File: src/rtl/a_igual_b_scanner.sv
// a_igual_b_scanner
// -----------------------------------------------------------------------------
// Search sequencer placed in front of a registered equality comparator
// (a_igual_b). It keeps a small operand table. On start it presents the
// latched key and each table entry to the comparator, one entry at a time,
// and reports the lowest index whose registered comparator result was 1.
//
// Ports
//   clk_i          single clock, rising-edge
//   reset_i        synchronous active-high reset (also clears the table)
//   wr_en_i        table write strobe (ignored while busy)
//   wr_addr_i      table write address
//   wr_data_i      table write data
//   start_i        begin a search (accepted only in IDLE)
//   key_i          search key, latched when start is accepted
//   cmp_a_o        comparator operand A (latched key)
//   cmp_b_o        comparator operand B (table entry under test)
//   cmp_enable_o   comparator enable, high in ISSUE
//   cmp_result_i   registered equality flag from the comparator
//   busy_o         search in progress
//   done_o         one-cycle completion pulse
//   found_o        search hit flag, held until the next accepted start
//   match_idx_o    lowest matching index, 0 when nothing matched
// -----------------------------------------------------------------------------
module a_igual_b_scanner #(
  parameter int INPUTSIZE = 8,
  parameter int DEPTH     = 8,
  parameter int IDXSIZE   = 3
) (
  input  logic                 clk_i,
  input  logic                 reset_i,
  input  logic                 wr_en_i,
  input  logic [IDXSIZE-1:0]   wr_addr_i,
  input  logic [INPUTSIZE-1:0] wr_data_i,
  input  logic                 start_i,
  input  logic [INPUTSIZE-1:0] key_i,
  output logic [INPUTSIZE-1:0] cmp_a_o,
  output logic [INPUTSIZE-1:0] cmp_b_o,
  output logic                 cmp_enable_o,
  input  logic                 cmp_result_i,
  output logic                 busy_o,
  output logic                 done_o,
  output logic                 found_o,
  output logic [IDXSIZE-1:0]   match_idx_o
);

  typedef enum logic [1:0] {
    S_IDLE  = 2'd0,
    S_ISSUE = 2'd1,
    S_WAIT  = 2'd2,
    S_DONE  = 2'd3
  } state_e;

  localparam logic [IDXSIZE-1:0] LAST_IDX = IDXSIZE'(DEPTH - 1);

  state_e                 state_q, state_d;
  logic [INPUTSIZE-1:0]   key_q, key_d;
  logic [IDXSIZE-1:0]     idx_q, idx_d;
  logic                   found_q, found_d;
  logic [IDXSIZE-1:0]     match_idx_q, match_idx_d;
  logic [INPUTSIZE-1:0]   table_q [DEPTH];

  // Operand table: writes only land while idle, so a search sees a frozen table.
  // A write in the same cycle as an accepted start commits on that edge and is
  // therefore visible to the first ISSUE.
  always_ff @(posedge clk_i) begin
    if (reset_i) begin
      for (int i = 0; i < DEPTH; i++) begin
        table_q[i] <= '0;
      end
    end else if (wr_en_i && (state_q == S_IDLE)) begin
      table_q[wr_addr_i] <= wr_data_i;
    end
  end

  // Sequencer state and result registers.
  always_ff @(posedge clk_i) begin
    if (reset_i) begin
      state_q     <= S_IDLE;
      key_q       <= '0;
      idx_q       <= '0;
      found_q     <= 1'b0;
      match_idx_q <= '0;
    end else begin
      state_q     <= state_d;
      key_q       <= key_d;
      idx_q       <= idx_d;
      found_q     <= found_d;
      match_idx_q <= match_idx_d;
    end
  end

  // Next-state logic. cmp_result_i is looked at only in WAIT: the comparator
  // registers its answer on the edge that ends ISSUE, and outside WAIT it may
  // be undefined.
  always_comb begin
    state_d     = state_q;
    key_d       = key_q;
    idx_d       = idx_q;
    found_d     = found_q;
    match_idx_d = match_idx_q;
    case (state_q)
      S_IDLE: begin
        if (start_i) begin
          key_d       = key_i;
          idx_d       = '0;
          found_d     = 1'b0;
          match_idx_d = '0;
          state_d     = S_ISSUE;
        end else begin
          state_d = S_IDLE;
        end
      end
      S_ISSUE: begin
        state_d = S_WAIT;
      end
      S_WAIT: begin
        if (cmp_result_i == 1'b1) begin
          found_d     = 1'b1;
          match_idx_d = idx_q;
          state_d     = S_DONE;
        end else if (idx_q == LAST_IDX) begin
          found_d     = 1'b0;
          match_idx_d = '0;
          state_d     = S_DONE;
        end else begin
          idx_d   = idx_q + IDXSIZE'(1);
          state_d = S_ISSUE;
        end
      end
      S_DONE: begin
        state_d = S_IDLE;
      end
      default: begin
        state_d = S_IDLE;
      end
    endcase
  end

  // All outputs decode from registers only.
  assign cmp_a_o      = key_q;
  assign cmp_b_o      = table_q[idx_q];
  assign cmp_enable_o = (state_q == S_ISSUE);
  assign busy_o       = (state_q != S_IDLE);
  assign done_o       = (state_q == S_DONE);
  assign found_o      = found_q;
  assign match_idx_o  = match_idx_q;

endmodule

File: config.mk
export PLATFORM = sky130hd
export DESIGN_NAME = a_igual_b_scanner
export DESIGN_NICKNAME = d
export VERILOG_FILES = /design/src/rtl/a_igual_b_scanner.sv
export SDC_FILE = /design/constraint.sdc
export NUM_CORES = 1
export LEC_CHECK = 0
export BUFFER_PORTS_ARGS = -buffer_cell sky130_fd_sc_hd__buf_2
export CORE_ASPECT_RATIO = 0.6
export CORE_MARGIN = 2
export CORE_UTILIZATION = 52
export CTS_CLUSTER_SIZE = 28
export DETAILED_ROUTE_END_ITERATION = 6
export PLACE_DENSITY = 0.77
export SLEW_MARGIN = 30
export SYNTH_ARGS = -nofsm -noshare
export SYNTH_HDL_FRONTEND = slang
export SYNTH_SLANG_ARGS = --single-unit
export TNS_END_PERCENT = 30
File: constraint.sdc
create_clock -name clk_i -period 2.2 [get_ports clk_i]
set_clock_uncertainty 0.15 [all_clocks]
set_input_delay 0.55 -clock clk_i [delete_from_list [all_inputs] [get_ports clk_i]]
set_output_delay 0.55 -clock clk_i [all_outputs]
set_load 0.03 [all_outputs]
==> metrics <==
P_leak=1.86 nW; Yosys cell types=31; worst setup path class=reg2out; routability congestion estimate from global placement=0.773; failing checks=setup timing; via/cell ratio=5.56; final hold viol count=0; Synth-to-Final Area Change=23.8%; share of layout cells above drive strength 1=0.357; overall power=0.00352 W; outcome=finished with violations; initial antenna violation count=0; number of buffers created by CTS=9; Max Freq=395 MHz; Synth area leader=edfxtp_1; Hold Path End=cmp_a_o[2]$_SDFFE_PP0P_; Post-synth top flop=edfxtp_1; drt drc=0; syn_area_per_cell=14.3 µm²; worst-skew pair later-pin latency=0.34 ns; number of global-route vias before repair=2390; FP Rows=24; most common cell after layout, fill and taps aside=and2_1; Vias=2390; Die W=114 µm; Synth Instances=267; Hold-fix buffers, CTS=0; P_int=0.00267 W; TritonCTS clock tree=done; register area share after synthesis=0.610; RSZ-0062 raised after global routing=true; syn_nets=293; IO Pins=47; clock sink count=84; synth top area cells=edfxtp_1 (50%), and2_1 (11%), dfxtp_1 (11%); clock share of power=0.399; worst path required time=1.50 ns; Yosys reg bits=84; Switching Share=0.242; Max IR drop VDD=356 µV; crit path cell chain=buf_12, mux4_2, mux2_4, buf_6; sw power=0.000852 W; top cell type's share of synthesized area=0.505; ys async rst share=0; largest net degree at the start of global routing=28; synth warn=0; final layout net count=360; final WL=8260 µm; Final Worst Setup Slack=-0.333 ns; Post-DP HPWL=5570 µm; die area=8050 µm²; combinational fraction of design power=0.091; post-route ant nets=0; fin crit share=1.15; critical path's largest stage delay=0.52 ns; Post-synth EDFFs=64; global-route wire length before repair=13300 µm; TNS Setup=-2.57 ns; Synth Cell Area=3810 µm²; setup violators final=8; CP Capture Type=output port; maxcap violations=0; normalized max-slew margin=0.594; crit path DAT=1.83 ns; Crit path max-delay family=multiplexers; clock root buffer=clkbuf_16; Clock transition at path regs=0.06 ns; fin. max-slew vios=0; most frequent cells in the layout=and2_1 (65), edfxtp_1 (64), buf_2 (38); type of the worst min-delay path=in2reg; DR pass1 iterations=5; drt wl/cell=19.2 µm; Critical R2R Capture=table_q[0][5]$_SDFFCE_PN0P_; WHS Path Cells=3; Register-to-Register Path Depth=3; Starting DRT DRC Count=160; IO Port Bufs=46; Reg power frac=0.510; core area=7180 µm²; min-delay src=key_i[2]; H-tree Lvls=3; ant diodes=0; Slew @ Worst Pin=0.600 ns; Die Y=70.3 µm; Power Dens Cells=748 nW/µm²; crit-path max FO=8; gr usage total=0.230; slowest CP cell=mux4_2; Initial Utilization=0.531; worst r2r src=state_q[0]$_SDFF_PP0_; Worst Path Buf+Inv=2; GR Overflow Total=0; startpoint types=register; CTS Buffer Depth=2; reg2reg setup slack=0.26 ns; fin crit period=2.53 ns
worst max path at each step:
| stage | startpoint | endpoint | slack, ns | cells after the start |
|---|---|---|---|---|
| detailed placement | reset_i | table_q[0][7]$_SDFFCE_PN0P_ | -0.06 | 4 |
| global placement | reset_i | table_q[0][7]$_SDFFCE_PN0P_ | -0.04 | 4 |
| floorplan | reset_i | table_q[2][0]$_SDFFCE_PN0P_ | -0.1 | 5 |
| CTS | register | cmp_b_o[3] | -0.35 | 4 |
| global route | register | cmp_b_o[1] | -0.37 | 4 |
| finish | register | cmp_b_o[1] | -0.33 | 4 |
power by group through the flow:
stage	sequential [W]	clock, W	combinational, W
floorplan	0.00184	0	0.000160
global placement	0.00183	0	0.000298
detailed placement	0.00183	0	0.000304
CTS	0.00180	0.00143	0.000322
global route	0.00180	0.00148	0.000346
finish	0.00180	0.00141	0.000320
per-layer routing:
layer | up-vias | wire length (µm) | track usage
li1 | 1115 | - | -
met1 | 1175 | 3650 | 0.340
met2 | 96 | 3790 | 0.332
met3 | 4 | 751 | 0.0556
met4 | 0 | 72 | 0.0894
met5 | - | 0 | 0
synthesized netlist by cell type (3+ instances only):
cell type	number
a21oi_1	16
a22o_1	3
and2_1	65
clkbuf_1	6
dfxtp_1	20
edfxtp_1	64
mux2_2	8
mux4_2	16
nand2_1	20
nand2b_1	3
nand3_1	3
nor2b_1	4
nor3_4	6
or2_1	9
worst register-to-register path, stage by stage, from the launching register on:
cell	delay, ns
dfxtp_1	0.31
or4b_4	0.68
nor4_4	0.24
or2_4	0.26
through the flow:
stage	instances	setup WS, ns	util	hold slack [ns]	area (µm²)
2_1_floorplan	267	-0.0956	-	0.326	3820
3_3_place_gp	413	-0.0431	0.605	0.288	4340
3_5_place_dp	413	-0.0558	0.605	0.293	4340
4_1_cts	430	-0.351	0.657	0.286	4710
5_1_grt	430	-0.371	0.657	0.300	4710
6_report	430	-0.333	0.657	0.299	4710
kinds of logic after synthesis:
logic type | after synthesis | synth area share
flip-flops | 84 | 0.610
buffers and inverters | 13 | 0.0174
AND/OR/NAND/NOR | 122 | 0.214
adder cells (fa/ha/maj) | 2 | 0.00657
AO/OA/AOI/OAI | 22 | 0.0338
multiplexers | 24 | 0.118
cell type report:
class | instances | area (µm²)
clock inverter | 7 | 51.3
sequential | 84 | 2330
inverter | 1 | 3.75
multi-input combinational | 170 | 1440
tap | 91 | 114
fill | 521 | 2460
timing repair buffer | 68 | 553
clock buffer | 9 | 225
sequential cells by signal, indices dropped and copies added (netlist names), named ones only:
signal / flops
match_idx_o: 3
table_q: 64
found_o: 1
state_q: 2
idx_q: 3
cmp_a_o: 8
what timing repair did:
action	4_1_cts	5_1_grt
gates cloned	1	0
setup endpoints to repair	8	8
buffers inserted	0	0
resized for setup	23	0
(Power assumes the default switching activity.)
